<file path="src/rtl/mem_arbiter.sv">
// mem_arbiter: arbitrates instruction-fetch and load/store requests onto one memory port, aborting a grant after TIMEOUT cycles.
// Optional macro MEM_ARBITER_ROUND_ROBIN_EN alternates simultaneous grants; when undefined, data requests always win.
module mem_arbiter #(
  parameter int unsigned TIMEOUT = 255
) (
  input  logic        clock,
  input  logic        reset,
  input  logic        fetch_address_enable,
  input  logic [31:0] fetch_address,
  output logic        fetch_data_valid,
  output logic [31:0] fetch_data,
  input  logic        data_address_enable,
  input  logic [31:0] data_address,
  input  logic        data_write,
  input  logic [31:0] data_write_data,
  output logic        data_data_valid,
  output logic [31:0] data_data,
  output logic        mem_address_enable,
  output logic [31:0] mem_address,
  output logic        mem_write,
  output logic [31:0] mem_write_data,
  input  logic        mem_data_valid,
  input  logic [31:0] mem_data,
  output logic        timeout_error
);

  localparam int unsigned CNT_W = 16;
  localparam logic [CNT_W-1:0] LAST_WAIT = CNT_W'(TIMEOUT - 1);

  typedef enum logic [1:0] {IDLE = 2'd0, FETCH = 2'd1, DATA = 2'd2} state_t;

  state_t           state;
  logic [CNT_W-1:0] wait_cnt;
  logic             dropped;
  logic             pick_fetch;
  logic             req_live;
  logic             done;
  logic             expire;
  logic             deliver;

`ifdef MEM_ARBITER_ROUND_ROBIN_EN
  logic last_data;
  assign pick_fetch = fetch_address_enable && (!data_address_enable || last_data);
`else
  assign pick_fetch = fetch_address_enable && !data_address_enable;
`endif

  // A response is only handed back if the granted requester kept asking for the whole grant.
  assign req_live = (state == FETCH) ? fetch_address_enable : data_address_enable;
  assign done     = (state != IDLE) && mem_data_valid;
  assign expire   = (state != IDLE) && !mem_data_valid && (wait_cnt == LAST_WAIT);
  assign deliver  = done && req_live && !dropped;

  assign mem_address_enable = (state != IDLE);
  assign timeout_error      = expire;
  assign fetch_data_valid   = deliver && (state == FETCH);
  assign data_data_valid    = deliver && (state == DATA);
  assign fetch_data         = fetch_data_valid ? mem_data : 32'd0;
  assign data_data          = data_data_valid ? mem_data : 32'd0;

  always_ff @(posedge clock) begin
    if (reset) begin
      state          <= IDLE;
      wait_cnt       <= '0;
      dropped        <= 1'b0;
      mem_address    <= '0;
      mem_write      <= 1'b0;
      mem_write_data <= '0;
`ifdef MEM_ARBITER_ROUND_ROBIN_EN
      last_data      <= 1'b1;
`endif
    end else begin
      case (state)
        IDLE: begin
          wait_cnt <= '0;
          dropped  <= 1'b0;
          if (pick_fetch) begin
            state          <= FETCH;
            mem_address    <= fetch_address;
            mem_write      <= 1'b0;
            mem_write_data <= '0;
`ifdef MEM_ARBITER_ROUND_ROBIN_EN
            last_data      <= 1'b0;
`endif
          end else if (data_address_enable) begin
            state          <= DATA;
            mem_address    <= data_address;
            mem_write      <= data_write;
            mem_write_data <= data_write_data;
`ifdef MEM_ARBITER_ROUND_ROBIN_EN
            last_data      <= 1'b1;
`endif
          end
        end
        default: begin
          if (done || expire) state <= IDLE;
          else wait_cnt <= wait_cnt + CNT_W'(1);
          if (!req_live) dropped <= 1'b1;
        end
      endcase
    end
  end

endmodule

</file>
<file path="config.mk">
export PLATFORM = sky130hd
export DESIGN_NAME = mem_arbiter
export DESIGN_NICKNAME = d
export VERILOG_FILES = /design/src/rtl/mem_arbiter.sv
export SDC_FILE = /design/constraint.sdc
export NUM_CORES = 1
export LEC_CHECK = 0
export BUFFER_PORTS_ARGS = -buffer_cell sky130_fd_sc_hd__buf_2
export CORE_MARGIN = 3
export CORE_UTILIZATION = 35
export DETAILED_ROUTE_END_ITERATION = 8
export GPL_ROUTABILITY_DRIVEN = 1
export PLACE_DENSITY = 0.67
export SLEW_MARGIN = 20
export SYNTH_ARGS = -nofsm -noshare
export SYNTH_HDL_FRONTEND = slang
export SYNTH_SLANG_ARGS = --single-unit
</file>
<file path="constraint.sdc">
create_clock -name clock -period 1.96 [get_ports clock]
set_clock_uncertainty 0.1 [all_clocks]
set_input_delay 0.294 -clock clock [delete_from_list [all_inputs] [get_ports clock]]
set_output_delay 0.294 -clock clock [all_outputs]
set_load 0.01 [all_outputs]
</file>
==> flow_summary.toml <==
[global_routing]
grt_overflow = 0
grt_antenna_before_repair = 0
grtUsageMet1_pct = 18.3
grt_pass1_vias = 4007
grt_max_degree = 65
grt_usage_pct = 17.8
grt_pass1_wl_mm = 18.6
gr-usage-met3_pct = 4.58
use_met2_pct = 34.7
busiest_layer = "met2"

[synth]
ys.flop_type = "dfxtp_1"
yosysWarnings = 0
netlist_instances = 451
yosys_register_bits = 84
syn-num-nets = 587
synth.area.top_cells = "dfxtp_1 (43%), and2_1 (11%), mux2i_1 (8.6%)"
synth-seq-area-share_pct = 42.6
synth.cell_area_sq_um = 3950
synth.distinct_cells = 42
synth_top_cell_area_share_pct = 42.6
synth_top_cell_by_area = "dfxtp_1"
synth_edf_count = 0
syn_avg_cell_area_sq_um = 8.76
synthArstFlopShare_pct = 0

[floorplanning]
die_h_um = 112
num_rows = 38
io_pins = 267
core_area_sq_um = 10900
dieArea_sq_um = 12600
start_util_pct = 36.1
fp.dieW_um = 112

[timing]
finalSetupViolations = 15
worstMarginPinSlew_ps = 541
timing.final.crit_share_pct = 102
rsz0062_at_grt = "true"
hold_viol = 0
maxClockFrequency_mhz = 501
slew_headroom_pct = 64.0
timing.hold.ws_ps = 102
period_minus_slack_ps = 2000
layout_setup_ws_ps = -38.0
maxSlewViolCount = 0

[route]
drtPass1Iterations = 4
vias_per_cell = 5.01
vias = 4291
route.detailed.drc = 0
wl_per_cell_um = 14.9
drtIter0Drc = 146
drtAntennaViolNets = 0
totalWireLength_mm = 12.7

[cells_and_area]
layout_common_cells = "buf_2 (232), dfxtp_1 (79), nor2_1 (72)"
multi_input_area_sq_um = 2230
fin_cells = 856
insertedDiodeCount = 0
finish.instance_area_sq_um = 6350
fin_util_pct = 58.0
syn2layout_area_growth_pct = 60.7
ff_latch_area_sq_um = 1690
final_nets = 847
final_common_cell = "buf_2"
fillCellCount = 926
drive_above_1_share_pct = 50.6

[place]
place_congestion = 0.886
dpl-instance-area_sq_um = 5450
placedCellCount = 830
io_buffers = 266
hpwl_mm = 9.31

[worst_setup_path]
max_stage_delay_ps = 390
arrival_ps = 1600
crit_type = "flop to primary output"
worst-endpoint-required_ps = 1570
critPathMaxFanout = 16
start_kind = "flop"
cp-end-kind = "primary output"
crit_path_cell_trace = "inv_4 -> nor4_4 -> buf_6 -> clkbuf_16 -> and2_1 -> buf_2"
path_buf_inv = 4
cp_top_family = "buffers and inverters"
critPathSlowestCell = "dfxtp_4"

[flow_run]
max_cap_violations = 0

[outcome]
violations = "setup timing"
status = "finished, violations left"

[min_path]
holdCritPathClass = "input pin to flop"

[cts]
hold_buffers = 0
cts_buffer_depth = 2
cts_tree = "built"
htree_num_levels = 3
clock_tree.root_cell = "clkbuf_16"
worstSkewPairLatency_ps = 330
cts.clk_slew.worst_paths_ps = 60
cts_sinks = 84
cts_inserted_buffers = 9

[power]
p_sw_share_pct = 24.7
ir_drop_mv = 0.464
leakage_nw = 3.06
comb_power_share_pct = 17.9
clock_power_share_pct = 43.0
powerDensity_nw_per_um2 = 767
power_frac_seq_pct = 39.1
p_int_w = 0.00367
switchingPower_w = 0.00120
synthesized netlist by cell type (all sizes together), types with 8 or more instances:
| cell | instances |
|---|---|
| dfxtp | 84 |
| nor2 | 73 |
| and2 | 68 |
| a211oi | 34 |
| mux2i | 34 |
| a22oi | 33 |
| clkbuf | 22 |
| buf | 18 |
| a21oi | 12 |
| nand2 | 8 |
timing repair:
action                     4_1_cts  5_1_grt
gates cloned                     0        5
setup buffers                    1        4
pin swaps                        1       25
setup endpoints to repair       34       72
resized for setup                9       83
power by group through the flow:
stage,Clock [W],Combinational [W],Sequential (W)
floorplan,0,0.000383,0.00200
global placement,0,0.000812,0.00193
detailed placement,0,0.000827,0.00194
CTS,0.00215,0.000829,0.00191
global route,0.00221,0.000963,0.00192
finish,0.00209,0.000871,0.00191
sequential cells by signal (all words and copies together), names as in the netlist:
name	count
mem_write	1
dropped	1
mem_write_data	32
state	2
wait_cnt	16
mem_address	32
worst register-to-register path: cells and delay by family (launching register included):
kind / cells / cell delay [ps]
compound gates: 1 / 140
buf+inv: 2 / 210
flops: 1 / 370
fa+ha+maj: 1 / 140
simple gates: 3 / 820
final timing paths:
path,endpoint,slack [ps],from,cells past startpoint
max,fetch_data[9],-40,state[0],6
max reg2reg,wait_cnt[6],110,wait_cnt[0],7
min reg2reg,wait_cnt[7],380,wait_cnt[7],2
min,mem_write_data[21],100,data_write_data[21],3
final cells by class:
| class | instances | share of cell area, % |
|---|---|---|
| Clock buffer | 11 | 3.82 |
| Clock inverter | 5 | 2.07 |
| Inverter | 5 | 0.375 |
| Multi-Input combinational cell | 322 | 35.2 |
| Sequential cell | 84 | 26.7 |
| Tap cell | 140 | 2.76 |
| Timing Repair Buffer | 289 | 29.1 |
cells by family after synthesis:
logic type	after synthesis	share of synthesized area [%]
simple gates	187	25.0
compound gates	96	17.4
flops	84	42.6
buf+inv	45	5.04
mux	35	8.90
xor+xnor	2	0.444
fa+ha+maj	2	0.634
through the flow:
stage	worst slack [ps]	TNS (ps)	total power [W]
CTS	5.02	0	0.00489
floorplan	159	0	0.00238
finish	-38.0	-210	0.00487
global placement	182	0	0.00275
detailed placement	122	0	0.00277
global route	-78.9	-1550	0.00510
layer usage:
metal  up-vias  wire [um]  part of all wire [%]
met5         -          0                     0
met4         0        212                   1.7
met3        15       1040                   8.2
met2       187       6870                    54
met1      1975       4620                    36
li1       2114          -                     -
No activity file was read; power rests on OpenSTA's default activity.
